$ cat config.mk
export PLATFORM = sky130hd
export DESIGN_NAME = uart_rx
export DESIGN_NICKNAME = d
export VERILOG_FILES = /design/src/rtl/uart_rx.sv
export SDC_FILE = /design/constraint.sdc
export NUM_CORES = 1
export LEC_CHECK = 0
export BUFFER_PORTS_ARGS = -buffer_cell sky130_fd_sc_hd__buf_2
export CORE_MARGIN = 1
export CORE_UTILIZATION = 55
export DETAILED_ROUTE_END_ITERATION = 8
export GPL_TIMING_DRIVEN = 1
export PLACE_DENSITY = 0.76
export SETUP_SLACK_MARGIN = 0.02
export SLEW_MARGIN = 10
export SYNTH_ARGS = -nofsm -noshare
export SYNTH_HDL_FRONTEND = slang
export SYNTH_SLANG_ARGS = --single-unit
$ cat constraint.sdc
create_clock -name Clk -period 1.8 [get_ports Clk]
set_clock_uncertainty 0.1 [all_clocks]
set_input_delay 0.18 -clock Clk [delete_from_list [all_inputs] [get_ports Clk]]
set_output_delay 0.18 -clock Clk [all_outputs]
set_load 0.02 [all_outputs]
$ cat src/rtl/uart_rx.sv
// 8N1 UART receiver: two-flop input synchroniser, falling-edge start
// detection, mid-bit sampling, LSB-first byte assembly, and a
// valid/acknowledge output handshake with framing and overrun flags.
module uart_rx #(
  parameter int CLKS_PER_BIT = 16
) (
  input  logic       Clk,
  input  logic       rst,
  input  logic       Serial_In,
  input  logic       rx_ack,
  output logic [7:0] rx_data,
  output logic       rx_valid,
  output logic       frame_err,
  output logic       overrun,
  output logic       busy
);

  localparam int CW = $clog2(CLKS_PER_BIT);
  // Last count of the half-bit wait (start bit) and of a full bit period.
  localparam logic [CW-1:0] HALF_LAST = CW'(CLKS_PER_BIT / 2 - 1);
  localparam logic [CW-1:0] FULL_LAST = CW'(CLKS_PER_BIT - 1);

  typedef enum logic [1:0] {
    IDLE,
    START,
    DATA,
    STOP
  } state_t;

  state_t          state_q, state_d;
  logic [CW-1:0]   cnt_q, cnt_d;
  logic [2:0]      bit_idx_q, bit_idx_d;
  logic [7:0]      shift_q, shift_d;
  logic [7:0]      rx_data_q, rx_data_d;
  logic            rx_valid_q, rx_valid_d;
  logic            frame_err_q, frame_err_d;
  logic            overrun_q, overrun_d;

  logic            sync1_q;
  logic            sync2_q;
  logic            sync2_dly_q;
  logic            fall_edge;

  // Synchronise the asynchronous line; idle-high reset so no false edge.
  always_ff @(posedge Clk) begin
    if (rst) begin
      sync1_q     <= 1'b1;
      sync2_q     <= 1'b1;
      sync2_dly_q <= 1'b1;
    end else begin
      sync1_q     <= Serial_In;
      sync2_q     <= sync1_q;
      sync2_dly_q <= sync2_q;
    end
  end

  // A start edge needs the line to have been high; a held-low line never re-arms.
  assign fall_edge = sync2_dly_q & ~sync2_q;

  // Next-state and output-register logic for the receive FSM.
  always_comb begin
    state_d     = state_q;
    cnt_d       = cnt_q + CW'(1);
    bit_idx_d   = bit_idx_q;
    shift_d     = shift_q;
    rx_data_d   = rx_data_q;
    // An acknowledge drops the valid flag; a new good frame below overrides it.
    rx_valid_d  = rx_valid_q & ~rx_ack;
    frame_err_d = 1'b0;
    overrun_d   = 1'b0;

    unique case (state_q)
      IDLE: begin
        cnt_d     = '0;
        bit_idx_d = '0;
        if (fall_edge) begin
          state_d = START;
        end
      end

      START: begin
        if (cnt_q == HALF_LAST) begin
          cnt_d     = '0;
          bit_idx_d = '0;
          // Line back high at mid-start means it was only a glitch.
          state_d   = sync2_q ? IDLE : DATA;
        end
      end

      DATA: begin
        if (cnt_q == FULL_LAST) begin
          cnt_d   = '0;
          shift_d = {sync2_q, shift_q[7:1]};
          if (bit_idx_q == 3'd7) begin
            bit_idx_d = '0;
            state_d   = STOP;
          end else begin
            bit_idx_d = bit_idx_q + 3'd1;
          end
        end
      end

      STOP: begin
        if (cnt_q == FULL_LAST) begin
          cnt_d   = '0;
          state_d = IDLE;
          if (sync2_q) begin
            rx_data_d  = shift_q;
            rx_valid_d = 1'b1;
            // Unread byte being replaced, unless the consumer takes it right now.
            overrun_d  = rx_valid_q & ~rx_ack;
          end else begin
            frame_err_d = 1'b1;
          end
        end
      end

      default: begin
        state_d = IDLE;
      end
    endcase
  end

  // State and output registers; reset drops any partial frame.
  always_ff @(posedge Clk) begin
    if (rst) begin
      state_q     <= IDLE;
      cnt_q       <= '0;
      bit_idx_q   <= '0;
      shift_q     <= 8'h00;
      rx_data_q   <= 8'h00;
      rx_valid_q  <= 1'b0;
      frame_err_q <= 1'b0;
      overrun_q   <= 1'b0;
    end else begin
      state_q     <= state_d;
      cnt_q       <= cnt_d;
      bit_idx_q   <= bit_idx_d;
      shift_q     <= shift_d;
      rx_data_q   <= rx_data_d;
      rx_valid_q  <= rx_valid_d;
      frame_err_q <= frame_err_d;
      overrun_q   <= overrun_d;
    end
  end

  assign rx_data   = rx_data_q;
  assign rx_valid  = rx_valid_q;
  assign frame_err = frame_err_q;
  assign overrun   = overrun_q;
  assign busy      = (state_q != IDLE);

endmodule

### Word-level counts from Yosys, hierarchy flattened

Cells that the tools add are included.

| operators by class | value |
|---|---|
| $add $sub $neg | 2 |
| eq/ne operators | 11 |
| multiplexer cells | 18 |
| bitwise logic cells | 6 |
| reductions and logical operators | 10 |

Operator list:

| cell | count |
|---|---|
| 2-bit 2-to-1 mux | 6 |
| 4-bit one-hot mux with 3 select lines | 1 |
| 2-bit inequality test, second input constant | 5 |
| 3-bit 2-to-1 mux | 3 |
| 3-bit one-hot mux with 3 select lines | 1 |
| 4-bit 2-to-1 mux | 2 |
| 2-bit one-hot mux with 4 select lines | 1 |
| 3-bit AND reduction | 2 |
| 5-bit AND reduction | 1 |
| 4-bit by 1-bit adder with 4-bit output, second input constant | 1 |
| 2-bit equality test, second input constant | 2 |
| 4-bit by 3-bit equality test with 1-bit output, second input constant | 1 |
| 4-bit equality test, second input constant | 1 |
| 1-bit 2-to-1 mux | 4 |
| 1-bit inverter | 4 |
| 4-bit OR reduction | 1 |
| 3-bit by 1-bit adder with 3-bit output, second input constant | 1 |
| 3-bit equality test, second input constant | 1 |
| 3-bit nonzero test | 1 |
| 3-bit OR reduction | 1 |
| 1-bit bitwise AND | 2 |
| 2-bit by 1-bit equality test with 1-bit output, second input constant | 1 |
| 2-bit zero test | 1 |
| 2-bit AND reduction | 1 |
| 2 further kinds | 2 |

| storage, ports and cells | value |
|---|---|
| bits in registers | 31 |
| input bits | 4 |
| output and inout bits | 12 |

### Depth between registers and ports, before layout

| depth | value |
|---|---|
| word-level depth | 5 |
| gate-level depth with buffers | 5 |

### Least setup slack after synthesis

OpenSTA, ideal clock, no wires.

| path | value |
|---|---|
| kind | reg2reg |
| start | register cnt_q[0] |
| end | register bit_idx_q[0] |
| library setup time | 0.121 ns |
| arrival | 1.157 ns |
| data required time | 1.579 ns |
| setup slack | 0.423 ns |
| cell stages (with the launch flop) | 5 |
| period minus slack after synthesis | 1.377 ns |
| path through | dfxtp_1 -> ha_1 -> and4b_1 -> nor4_4 -> mux2_2 |

| between the ends | value |
|---|---|
| cells in the longest elaborated chain, start to end | 3 |
| elaborated cells between the ends (all ways) | 5 |
| classes of those cells | eq/ne: 4; reduce/logical: 1 |

Ends and longest elaborated chain:

| what | line | text |
|---|---|---|
| from (decl) | 31 | `logic [CW-1:0] cnt_q, cnt_d;` |
| from (signal assigned) | 137 | `cnt_q <= cnt_d;` |
| 4-bit equality test / 4-bit by 3-bit equality test with 1-bit output (equally long branches) | 91, 82 |  |
| 2-bit inequality test (no line) | n/a |  |
| 3-bit AND reduction (no line) (*) | n/a |  |
| to (signal assigned) | 138 | `bit_idx_q <= bit_idx_d;` |
| to (decl) | 32 | `logic [2:0] bit_idx_q, bit_idx_d;` |

Mark *: on every way between the ends. The rest lies on a longest branch, timed or not.
A chain may end at the register's enable or synchronous reset.

==> out/metrics.yaml <==
status: "finished clean"
cts_buffer_depth: 2
core_um2: 2212
reg2reg_slack_ps: 270
setup.worst_path.end_class: "output pin"
synth_area_per_cell_um2: 10.91
netlist_instances: 118
powerDensity_nw_per_um2: 824.2
gp_congestion: 0.7238
clock-root-buffer: "clkbuf_4"
timing_worst_setup_path_type: "reg -> out"
die_area_um2: 2538
num_vias: 849
finalSetupViolations: 0
tightest_slew_ps: 464.6
clock.fmax_mhz: 631.4
yosys_register_bits: 31
clk_pin_slew_worst_paths_ps: 80
viasPerCell: 5.241
startpoint_type: "flip-flop"
slew-limit-headroom_pct: 69.03
rows: 17
finalSetupTns_ps: 0
grt_antenna_before_repair: 0
n_antenna_cell: 0
die_h_um: 50.38
dp_slack_ps: 275.4
cp_max_fo: 10
fillers: 201
grtUsageTotal_pct: 19.00
cts_buffers: 5
htreeDepth: 2
grt_pass1_vias: 829
fin_crit_sh_pct: 87.99
synth_top_area_cell: "dfxtp_1"
grt_pass1_wl_mm: 3.491
arrival_ps: 1300
hold_violations: 0
totalWireLength_mm: 1.981
grt_remaining_overflow: 0
cts.sinks: 31
synth_area_leaders: "dfxtp_1, mux2i_1, nand2b_1, ha_1, buf_6"
holdPathStages: 3
busiest_layer: "met2"
wl_per_cell_um: 12.23
met3_usage_pct: 6.364
fin_nets: 140
rsz0062_at_grt: "no"
initial_utilization_pct: 58.20
min-delay-path-class: "in -> reg"
post-route-drc-count: 0
synth_area_um2: 1287
syn_to_final_growth_pct: 10.30
dp_cells: 153
clk_latency_ps: 320
netlist.area_leader.share_pct: 48.20
yosys_warnings: 0
use_met2_pct: 29.33
slew_violations: 0
drive_gt1_share_pct: 23.88
fin_ws_ps: 216.2
ys_seq_area_share_pct: 48.20
syn_nets: 125
r2r_cells: 4
use_met1_pct: 22.67
maxCapViolCount: 0
ios: 16
reg2reg_to: "shift_q[6]"
endpoint: "busy"
fin_total_pwr_mw: 1.170
hpwl_mm: 1.439
die_w_um: 50.38
final_cells: 162
cts_resized: 0
drt_iter0_drc: 11
dr.pass1.iters: 4
peakVddDrop_mv: 0.5404
antenna_left: 0
required_ps: 1520
synth.distinct_cells: 33
worstReg2RegStart: "cnt_q[0]"
cts_tree: "built"
grt_max_degree: 32
fin_crit_ps: 1584
p_leak_nw: 0.6622
io_buffers: 15
utilization_pct: 64.20
sequential cells by signal, indices dropped and copies added (netlist names), named ones only:
| name | flops |
|---|---|
| bit_idx_q | 3 |
| cnt_q | 4 |
| frame_err | 1 |
| overrun | 1 |
| rx_data | 8 |
| rx_valid | 1 |
| shift_q | 8 |
| state_q | 1 |
| sync1_q | 1 |
| sync2_dly_q | 1 |
| sync2_q | 1 |
repair_timing:
action	4_1_cts	5_1_grt
hold buffers	1	0
endpoints found under the hold margin	1	0
setup buffers	0	0
cells in the mapped netlist (all sizes together):
cell,instances
xnor2,2
nor3b,2
nand2,1
a221oi,1
a21oi,3
clkbuf,2
a211oi,1
nand3b,1
ha,3
and3,2
nand3,1
dfxtp,31
or2,3
buf,7
and4,1
nor4,4
inv,3
and4b,1
nor2,3
mux2,1
a22o,2
xor2,1
nand2b,19
nor3,4
nand4,2
and4bb,1
mux2i,16
layout by cell type, fill, tap and decap left out, types with 2 or more instances in the layout:
master,count
buf_2,15
dfxtp_1,31
nor4_1,3
clkbuf_8,2
ha_1,3
nor3b_1,2
a22o_1,2
nand4_1,2
xnor2_1,2
nor3_1,3
or2_2,3
clkbuf_4,5
nor2_1,3
a21oi_1,3
inv_1,3
mux2i_1,16
nand2b_1,18
worst min path at each step:
stage / startpoint / endpoint / slack (ps)
final: rx_ack / overrun / 60
after global placement: Serial_In / sync1_q / 270
after CTS: rx_ack / overrun / 50
after global routing: rx_ack / overrun / 50
after detailed placement: Serial_In / sync1_q / 270
after floorplan: Serial_In / sync1_q / 180
routing by layer:
metal	wire (µm)	up-vias	part of all wire, %
li1	-	439	-
met1	908	390	46
met2	969	15	49
met3	67	5	3.4
met4	36	0	1.8
met5	0	-	0
cells by family (layout without fill, tap and decap cells):
kind of cell | after synthesis | in the layout | share of synthesized area [%]
mux | 17 | 17 | 13.31
xor+xnor | 3 | 3 | 2.041
fa+ha+maj | 3 | 3 | 2.916
buf+inv | 12 | 28 | 5.831
compound gates | 7 | 7 | 3.790
flops | 31 | 31 | 48.20
simple gates | 45 | 45 | 23.91
report_power, final:
part           switching [mW]  internal [mW]  leakage [nW]
Combinational          0.0171         0.0172         0.373
Sequential            0.00464          0.690         0.250
Clock                   0.212          0.230        0.0386
Total                   0.234          0.937         0.662
stage by stage:
stage | hold WS (ps) | instance area (µm²)
after floorplan | 183.8 | 1287
after global placement | 267.6 | 1341
after detailed placement | 270.9 | 1341
after CTS | 49.82 | 1420
after global routing | 48.18 | 1420
final | 60.44 | 1420
worst max-delay path, cell delays in order (launching register included):
cell and delay (ps):
dfxtp_1 410, nor2_1 350, inv_1 70, buf_2 160
cell type report:
type / instances / area (µm²) / area share [%]
clock buffers: 8 / 68.82 / 4.846
inverters: 3 / 11.26 / 0.7930
multi-input cells: 75 / 591.8 / 41.67
flip-flops and latches: 31 / 620.6 / 43.70
well taps: 28 / 35.03 / 2.467
repair buffers: 17 / 92.59 / 6.520
No activity file was read; power rests on OpenSTA's default activity.
